$ cat src/rtl/boost_table_pkg.sv
// Shared definitions for the BOOST contingency-table path.
// Holds the table geometry, FIFO entry field positions, the FSM state encoding,
// and small helpers that decode a packed entry.
package boost_table_pkg;

  localparam int NUM_CELLS = 18;
  localparam logic [4:0] LAST_CELL = 5'd17;
  localparam int ENTRY_W = 6;
  localparam logic [1:0] GENO_MISSING = 2'd3;

  // Entry layout: {last, pheno, gA[1:0], gB[1:0]}
  localparam int LAST_BIT = 5;
  localparam int PHENO_BIT = 4;
  localparam int GA_LSB = 2;
  localparam int GB_LSB = 0;

  localparam logic [0:0] ST_ACCUM = 1'b0;
  localparam logic [0:0] ST_EMIT = 1'b1;

  // Table cell addressed by an entry: pheno*9 + gA*3 + gB.
  function automatic logic [4:0] cell_index(input logic [ENTRY_W-1:0] e);
    logic [4:0] ga;
    logic [4:0] gb;
    ga = {3'd0, e[GA_LSB+:2]};
    gb = {3'd0, e[GB_LSB+:2]};
    return (e[PHENO_BIT] ? 5'd9 : 5'd0) + (ga * 5'd3) + gb;
  endfunction

  // Either genotype coded as missing means the entry must not be counted.
  function automatic logic geno_missing(input logic [ENTRY_W-1:0] e);
    return (e[GA_LSB+:2] == GENO_MISSING) || (e[GB_LSB+:2] == GENO_MISSING);
  endfunction

endpackage

$ cat src/rtl/table_fifo_accumulator_if.sv
// Bus bundle between the table-build FIFO, the accumulator and the table consumer.
// master: accumulator side (drives pop request and the cell stream).
// slave : environment side (drives FIFO occupancy/data and out_ready).
interface table_fifo_accumulator_if #(
  parameter int DEPTH_WIDTH = 3,
  parameter int CNT_WIDTH = 16
) ();
  import boost_table_pkg::*;

  logic [DEPTH_WIDTH:0] fifo_count;
  logic [ENTRY_W-1:0] fifo_rd_data;
  logic fifo_rd_en;
  logic out_valid;
  logic out_ready;
  logic [4:0] out_index;
  logic [CNT_WIDTH-1:0] out_count;
  logic out_last;
  logic busy;

  modport master (
    input fifo_count, fifo_rd_data, out_ready,
    output fifo_rd_en, out_valid, out_index, out_count, out_last, busy
  );

  modport slave (
    output fifo_count, fifo_rd_data, out_ready,
    input fifo_rd_en, out_valid, out_index, out_count, out_last, busy
  );
endinterface

$ cat src/rtl/sat_counter_bank.sv
// Bank of NUM_CELLS saturating counters forming one contingency table.
// Ports: clk/rst (sync, active high); inc_en/inc_idx bump one cell;
// clear zeroes the table (an increment in the same cycle lands on the cleared
// table); rd_idx/rd_data read a cell.
// rd_data returns the value the cell will hold after this edge, so a caller
// registering it sees the table including the update being applied right now.
module sat_counter_bank
  import boost_table_pkg::*;
#(
  parameter int CNT_WIDTH = 16
) (
  input  logic                 clk,
  input  logic                 rst,
  input  logic                 inc_en,
  input  logic [4:0]           inc_idx,
  input  logic                 clear,
  input  logic [4:0]           rd_idx,
  output logic [CNT_WIDTH-1:0] rd_data
);

  localparam logic [CNT_WIDTH-1:0] ZERO = {CNT_WIDTH{1'b0}};
  localparam logic [CNT_WIDTH-1:0] ONE = {{(CNT_WIDTH-1){1'b0}}, 1'b1};

  logic [CNT_WIDTH-1:0] cnt_r [NUM_CELLS];
  logic [CNT_WIDTH-1:0] cnt_next_s [NUM_CELLS];

  function automatic logic [CNT_WIDTH-1:0] sat_inc(input logic [CNT_WIDTH-1:0] v);
    return (&v) ? v : v + ONE;
  endfunction

  // Next value of every cell: optional clear first, then optional saturating bump.
  always_comb begin
    for (int i = 0; i < NUM_CELLS; i++) begin
      cnt_next_s[i] = (inc_en && (inc_idx == 5'(i)))
                      ? sat_inc(clear ? ZERO : cnt_r[i])
                      : (clear ? ZERO : cnt_r[i]);
    end
  end

  // Read mux over the post-update values.
  always_comb begin
    rd_data = ZERO;
    for (int i = 0; i < NUM_CELLS; i++) begin
      rd_data = (rd_idx == 5'(i)) ? cnt_next_s[i] : rd_data;
    end
  end

  // Counter storage.
  always_ff @(posedge clk) begin
    if (rst) begin
      for (int i = 0; i < NUM_CELLS; i++) begin
        cnt_r[i] <= ZERO;
      end
    end else begin
      cnt_r <= cnt_next_s;
    end
  end

endmodule

$ cat src/rtl/table_fifo_accumulator.sv
// Drain stage for the table-build FIFO: pops packed entries, accumulates them
// into an 18-cell saturating contingency table, and on a `last` entry streams
// the table out one cell per accepted handshake before clearing it.
// Ports: clk, rst (sync, active high); bus (master modport) carrying
// fifo_count/fifo_rd_data/fifo_rd_en and out_valid/out_ready/out_index/
// out_count/out_last/busy.
module table_fifo_accumulator
  import boost_table_pkg::*;
#(
  parameter int DEPTH_WIDTH = 3,
  parameter int CNT_WIDTH = 16
) (
  input logic clk,
  input logic rst,
  table_fifo_accumulator_if.master bus
);

  localparam logic [DEPTH_WIDTH:0] CNT_ONE = {{DEPTH_WIDTH{1'b0}}, 1'b1};
  localparam logic [DEPTH_WIDTH:0] CNT_TWO = {{(DEPTH_WIDTH-1){1'b0}}, 2'b10};

  logic [0:0]           state_r;
  logic                 rd_en_r;
  logic                 rd_vld_r;
  logic                 pend_vld_r;
  logic [ENTRY_W-1:0]   pend_data_r;
  logic [4:0]           idx_r;
  logic                 out_valid_r;
  logic [CNT_WIDTH-1:0] out_count_r;
  logic                 out_last_r;
  logic                 busy_r;

  logic [0:0]           state_next_s;
  logic [4:0]           idx_next_s;
  logic                 inc_en_s;
  logic [4:0]           inc_idx_s;
  logic                 clear_s;
  logic                 exit_s;
  logic                 pop_ok_s;
  logic                 emit_next_s;
  logic [CNT_WIDTH-1:0] rd_data_s;

  sat_counter_bank #(.CNT_WIDTH(CNT_WIDTH)) u_bank (
    .clk     (clk),
    .rst     (rst),
    .inc_en  (inc_en_s),
    .inc_idx (inc_idx_s),
    .clear   (clear_s),
    .rd_idx  (idx_next_s),
    .rd_data (rd_data_s)
  );

  // FSM next state, table update and emission index.
  always_comb begin
    state_next_s = state_r;
    idx_next_s = idx_r;
    inc_en_s = 1'b0;
    inc_idx_s = cell_index(bus.fifo_rd_data);
    clear_s = 1'b0;
    exit_s = 1'b0;
    case (state_r)
      ST_ACCUM: begin
        idx_next_s = 5'd0;
        if (rd_vld_r) begin
          inc_en_s = !geno_missing(bus.fifo_rd_data);
          state_next_s = bus.fifo_rd_data[LAST_BIT] ? ST_EMIT : ST_ACCUM;
        end else begin
          state_next_s = ST_ACCUM;
        end
      end
      ST_EMIT: begin
        if (out_valid_r && bus.out_ready) begin
          if (idx_r == LAST_CELL) begin
            // Table done: clear it and fold in the entry that arrived mid-emit.
            exit_s = 1'b1;
            clear_s = 1'b1;
            idx_next_s = 5'd0;
            inc_en_s = pend_vld_r && !geno_missing(pend_data_r);
            inc_idx_s = cell_index(pend_data_r);
            state_next_s = (pend_vld_r && pend_data_r[LAST_BIT]) ? ST_EMIT : ST_ACCUM;
          end else begin
            idx_next_s = idx_r + 5'd1;
          end
        end else begin
          idx_next_s = idx_r;
        end
      end
      default: begin
        state_next_s = ST_ACCUM;
        idx_next_s = 5'd0;
      end
    endcase
  end

  // fifo_count already excludes pops accepted before the last edge but not the
  // one being accepted now, so a lone remaining entry is only popped once.
  always_comb begin
    pop_ok_s = (bus.fifo_count >= CNT_TWO) || ((bus.fifo_count == CNT_ONE) && !rd_en_r);
    emit_next_s = (state_next_s == ST_EMIT);
  end

  // State, pop pipeline, pending entry and registered outputs.
  always_ff @(posedge clk) begin
    if (rst) begin
      state_r <= ST_ACCUM;
      rd_en_r <= 1'b0;
      rd_vld_r <= 1'b0;
      pend_vld_r <= 1'b0;
      pend_data_r <= {ENTRY_W{1'b0}};
      idx_r <= 5'd0;
      out_valid_r <= 1'b0;
      out_count_r <= {CNT_WIDTH{1'b0}};
      out_last_r <= 1'b0;
      busy_r <= 1'b0;
    end else begin
      state_r <= state_next_s;
      rd_en_r <= !emit_next_s && pop_ok_s;
      rd_vld_r <= rd_en_r;
      if (exit_s) begin
        pend_vld_r <= 1'b0;
      end else if ((state_r == ST_EMIT) && rd_vld_r) begin
        pend_vld_r <= 1'b1;
        pend_data_r <= bus.fifo_rd_data;
      end else begin
        pend_vld_r <= pend_vld_r;
      end
      out_valid_r <= emit_next_s;
      busy_r <= emit_next_s;
      idx_r <= emit_next_s ? idx_next_s : 5'd0;
      out_count_r <= emit_next_s ? rd_data_s : {CNT_WIDTH{1'b0}};
      out_last_r <= emit_next_s && (idx_next_s == LAST_CELL);
    end
  end

  assign bus.fifo_rd_en = rd_en_r;
  assign bus.out_valid = out_valid_r;
  assign bus.out_index = idx_r;
  assign bus.out_count = out_count_r;
  assign bus.out_last = out_last_r;
  assign bus.busy = busy_r;

endmodule

$ cat src/flat_wrapper.sv
// flat-port wrapper written by rule: the top's interface ports become plain ports
module table_fifo_accumulator_flat import boost_table_pkg::*;
#(
  parameter int DEPTH_WIDTH = 3,
  parameter int CNT_WIDTH = 16
)
  (clk, rst, bus_fifo_count, bus_fifo_rd_data, bus_out_ready, bus_fifo_rd_en, bus_out_valid, bus_out_index, bus_out_count, bus_out_last, bus_busy);
  table_fifo_accumulator_if #(.DEPTH_WIDTH(DEPTH_WIDTH), .CNT_WIDTH(CNT_WIDTH)) bus_i ();
  input logic clk;
  input logic rst;
  input wire logic [$bits(bus_i.fifo_count)-1:0] bus_fifo_count;
  input wire logic [$bits(bus_i.fifo_rd_data)-1:0] bus_fifo_rd_data;
  input wire logic [$bits(bus_i.out_ready)-1:0] bus_out_ready;
  output wire logic [$bits(bus_i.fifo_rd_en)-1:0] bus_fifo_rd_en;
  output wire logic [$bits(bus_i.out_valid)-1:0] bus_out_valid;
  output wire logic [$bits(bus_i.out_index)-1:0] bus_out_index;
  output wire logic [$bits(bus_i.out_count)-1:0] bus_out_count;
  output wire logic [$bits(bus_i.out_last)-1:0] bus_out_last;
  output wire logic [$bits(bus_i.busy)-1:0] bus_busy;
  assign bus_i.fifo_count = bus_fifo_count;
  assign bus_i.fifo_rd_data = bus_fifo_rd_data;
  assign bus_i.out_ready = bus_out_ready;
  assign bus_fifo_rd_en = bus_i.fifo_rd_en;
  assign bus_out_valid = bus_i.out_valid;
  assign bus_out_index = bus_i.out_index;
  assign bus_out_count = bus_i.out_count;
  assign bus_out_last = bus_i.out_last;
  assign bus_busy = bus_i.busy;
  table_fifo_accumulator #(.DEPTH_WIDTH(DEPTH_WIDTH), .CNT_WIDTH(CNT_WIDTH)) u_core (.clk(clk), .rst(rst), .bus(bus_i));
endmodule
$ cat config.mk
export PLATFORM = sky130hd
export DESIGN_NAME = table_fifo_accumulator_flat
export DESIGN_NICKNAME = d
export VERILOG_FILES = /design/src/rtl/boost_table_pkg.sv /design/src/rtl/table_fifo_accumulator_if.sv /design/src/rtl/sat_counter_bank.sv /design/src/rtl/table_fifo_accumulator.sv /design/src/flat_wrapper.sv
export SDC_FILE = /design/constraint.sdc
export NUM_CORES = 1
export LEC_CHECK = 0
export CORE_MARGIN = 2
export CORE_UTILIZATION = 54
export CTS_BUF_LIST = sky130_fd_sc_hd__clkbuf_2 sky130_fd_sc_hd__clkbuf_4 sky130_fd_sc_hd__clkbuf_8
export DETAILED_ROUTE_END_ITERATION = 8
export PLACE_DENSITY = 0.7
export REMOVE_ABC_BUFFERS = 1
export SYNTH_ARGS = -nofsm -noshare
export SYNTH_HDL_FRONTEND = slang
export SYNTH_SLANG_ARGS = --single-unit
$ cat constraint.sdc
create_clock -name clk -period 5.55 [get_ports clk]
set_input_delay 0.8325 -clock clk [delete_from_list [all_inputs] [get_ports clk]]
set_output_delay 0.8325 -clock clk [all_outputs]
set_load 0.01 [all_outputs]
==> run metrics <==
DR DRC count 0; Setup WS pre-CTS -0.0315 ns; Synth top area share roughly a third; WP data required ~6 ns; WP data arrival 5.71 ns; predominant post-synthesis flop cell dfxtp_1; Final min period roughly 5.1 ns; Async SR Flop Fraction 0%; RSZ-0062 raised after global routing false; Rows 68; grt ovf 0; Core Region about 34000 sq um; PD cells between 200 and 250 nW/um^2; share of cells above drive strength 1 about a tenth; Worst Path Max Fanout 17; first-pass GRT wire length about 110000 microns; CP max stage delay around 0.7 ns; Yosys warning total 0; number of routed nets with antenna violations 0; Seq cells post-synth 320; Max-Cap Viols 0; Mapped Cells around 2400; Die Area between 30000 and 40000 sq um; via count 18949; CTS tree built; startpoint types flop; outcome finished, final reports clean; Worst Setup End Kind flop; Pre-Repair DR Iteration Count 7; Via density approximately 6.3; area leader, netlist dfxtp_1; final setup vio count 0; number of DRC markers after the initial detailed-route iteration a little under 2000; Skew-Pair Late Insertion Delay between 0.6 and 0.7 ns; slowest stage cell, crit path a2111oi_0; Peak VDD IR 0.000219 V; Most common cell on crit path buf_4; syn avg cell area just under 8 sq um; initial antenna violation count 0; number of synthesized flops with an enable pin 0; Routed WL per cell 23.5 microns; Max Freq between 0.15 and 0.2 GHz; slew margin rel. between 30% and 40%; period utilization between 90% and 100%; Post-layout nets around 2500; CTS buffer count 56; Synth area leaders dfxtp_1 34%, nor2_1 7.7%, xnor2_1 6.9%; H-Tree Depth 2; hpwl dp around 53000 microns; Syn Std Cell Area around 19000 sq um; initial cell density of the core 54.4%; setup_tns 0 ns; area delta synth->final 13.9%; CP Class flop to flop; Leak Pwr roughly 7.6 nW; clk sink count 320; fillers 3135; post-layout util 62.0%; Inst Count DP roughly 2900; final hold vios 0; hold buffers post-CTS 0; crit-path cells ha_1 > nand4bb_1 > buf_4 > nor2_4 > buf_4 > a21boi_0 > nor4_1 > buf_4 > nand3_1 > mux2_2 > and2_0 > a2111oi_0 > o21ai_0 > a211oi_1; diodes inserted 0; count leader, synth nor2_1; clk slew on worst S/H paths roughly 0.070 ns; routed wire length 70300 microns; hold slack about 0.45 ns; gr usage total 38.6%; vias in the first global route approximately 18000; CTS resizes 0; post-route setup slack between 0.4 and 0.5 ns; register area share after synthesis around a third; Die Wd ~190 microns; largest net degree at the start of global routing 73; # port buffers 37; Final Instance Count excl. Fillers between 2000 and 3000; pins over their slew limit 0; Final Skew 0.0355 ns; clock tree buffer depth 3; Clock Tree Root clkbuf_8; most frequent cells after synthesis 383 x nor2_1, 320 x dfxtp_1, 265 x nand2_1; Min-Delay Path Class flop to flop; num ports 38; Synth cell types a little over 80; Setup Buffers After CTS 0; final RePlAce weighted congestion between 1 and 1.5; Slew @ Worst Pin a little over 1 ns; Die Span Y roughly 190 microns
-- critical path: cells and delay by family, from the launching register on --
kind	cells	cell delay, ns
buf+inv	3	0.92
simple gates	5	1.17
fa+ha+maj	1	0.29
flops	1	0.68
mux	1	0.29
compound gates	4	1.65
-- cells in the final DEF (no fill, tap or decap), types with 6 or more instances in the layout --
master             n
or3_1             20
dfxtp_1          320
xnor2_1          148
nor2b_1           33
inv_1             39
and3_1            54
and4_1            18
a211oi_1          19
nand3_1          129
a211o_1            6
nand2b_1           7
nor3_1            73
a2111oi_0          8
o21ai_0           85
a31oi_1           18
o221ai_1          19
nand4_1           98
or4_1              7
a21o_1             6
nor4_1            44
clkbuf_8          77
o2111ai_1         11
mux2i_1           28
a221oi_1          16
buf_4            114
and2_1            62
ha_1              30
nand2_1          264
or2_2              9
a21oi_1           62
o31ai_1            9
clkdlybuf4s50_1   36
o22ai_1           25
o211ai_1          20
clkbuf_4          18
xor2_1           113
a311oi_1           6
nor2_1           382
o211a_1            6
-- metal layers --
layer	up-vias	track usage, %	share of wire [%]
li1	8751	-	-
met1	8981	47.5	39
met2	961	59.6	44
met3	256	9.09	8.9
met4	0	27.2	7.9
met5	-	0	0
-- report_power, final --
part	switching (W)	internal (W)	total (W)
sequential	0.00000291	0.00230	0.00230
clock	0.00106	0.00139	0.00245
combinational	0.000225	0.000106	0.000331
total	0.00128	0.00380	0.00508
-- cell families (layout without fill, tap and decap cells) --
family,Yosys count,in the layout,share of synthesized area (%)
AOI/OAI and AO/OA,373,373,13.7
xor gates and xnor gates,262,262,12.3
adders and majority gates,34,34,2.44
buffers and inverters,164,292,3.53
DFF,320,320,34.3
muxes,30,30,1.62
and+or+nand+nor,1232,1232,32.0
-- layout make-up --
class	count	area, sq um	share of cell area [%]
sequential	320	6410	30.2
clock inverter	6	61.3	0.289
multi-input combinational	1931	11600	54.6
clock buffer	95	1190	5.62
timing repair buffer	152	1260	5.91
inverter	39	146	0.689
tap	455	569	2.68
-- worst paths after layout --
| check | to | cells after the start | slack [ns] | start |
|---|---|---|---|---|
| setup / recovery | u_core.bus.out_count[12] | 14 | 0.41 | u_core.bus.out_index[0] |
| hold / removal | u_core.rd_vld_r | 2 | 0.45 | u_core.bus.fifo_rd_en |
| setup reg to reg | u_core.bus.out_count[12] | 14 | 0.41 | u_core.bus.out_index[0] |
| hold reg to reg | u_core.rd_vld_r | 2 | 0.45 | u_core.bus.fifo_rd_en |
-- flip-flops by register name, indices dropped and copies added (netlist names) --
name                   cells
u_core.bus.out_index       5
u_core.bus.out_last        1
u_core.state_r             1
u_core.u_bank.cnt_r      288
u_core.bus.out_count      16
u_core.pend_vld_r          1
u_core.rd_vld_r            1
u_core.pend_data_r         6
u_core.bus.fifo_rd_en      1
-- per-stage QoR --
stage	cell area, sq um	total power, W
finish	21200	0.00508
floorplan	18100	0.00250
CTS	21200	0.00510
global route	21200	0.00523
detailed placement	20000	0.00268
global placement	20000	0.00267
Power figures use the tool's default switching activity.
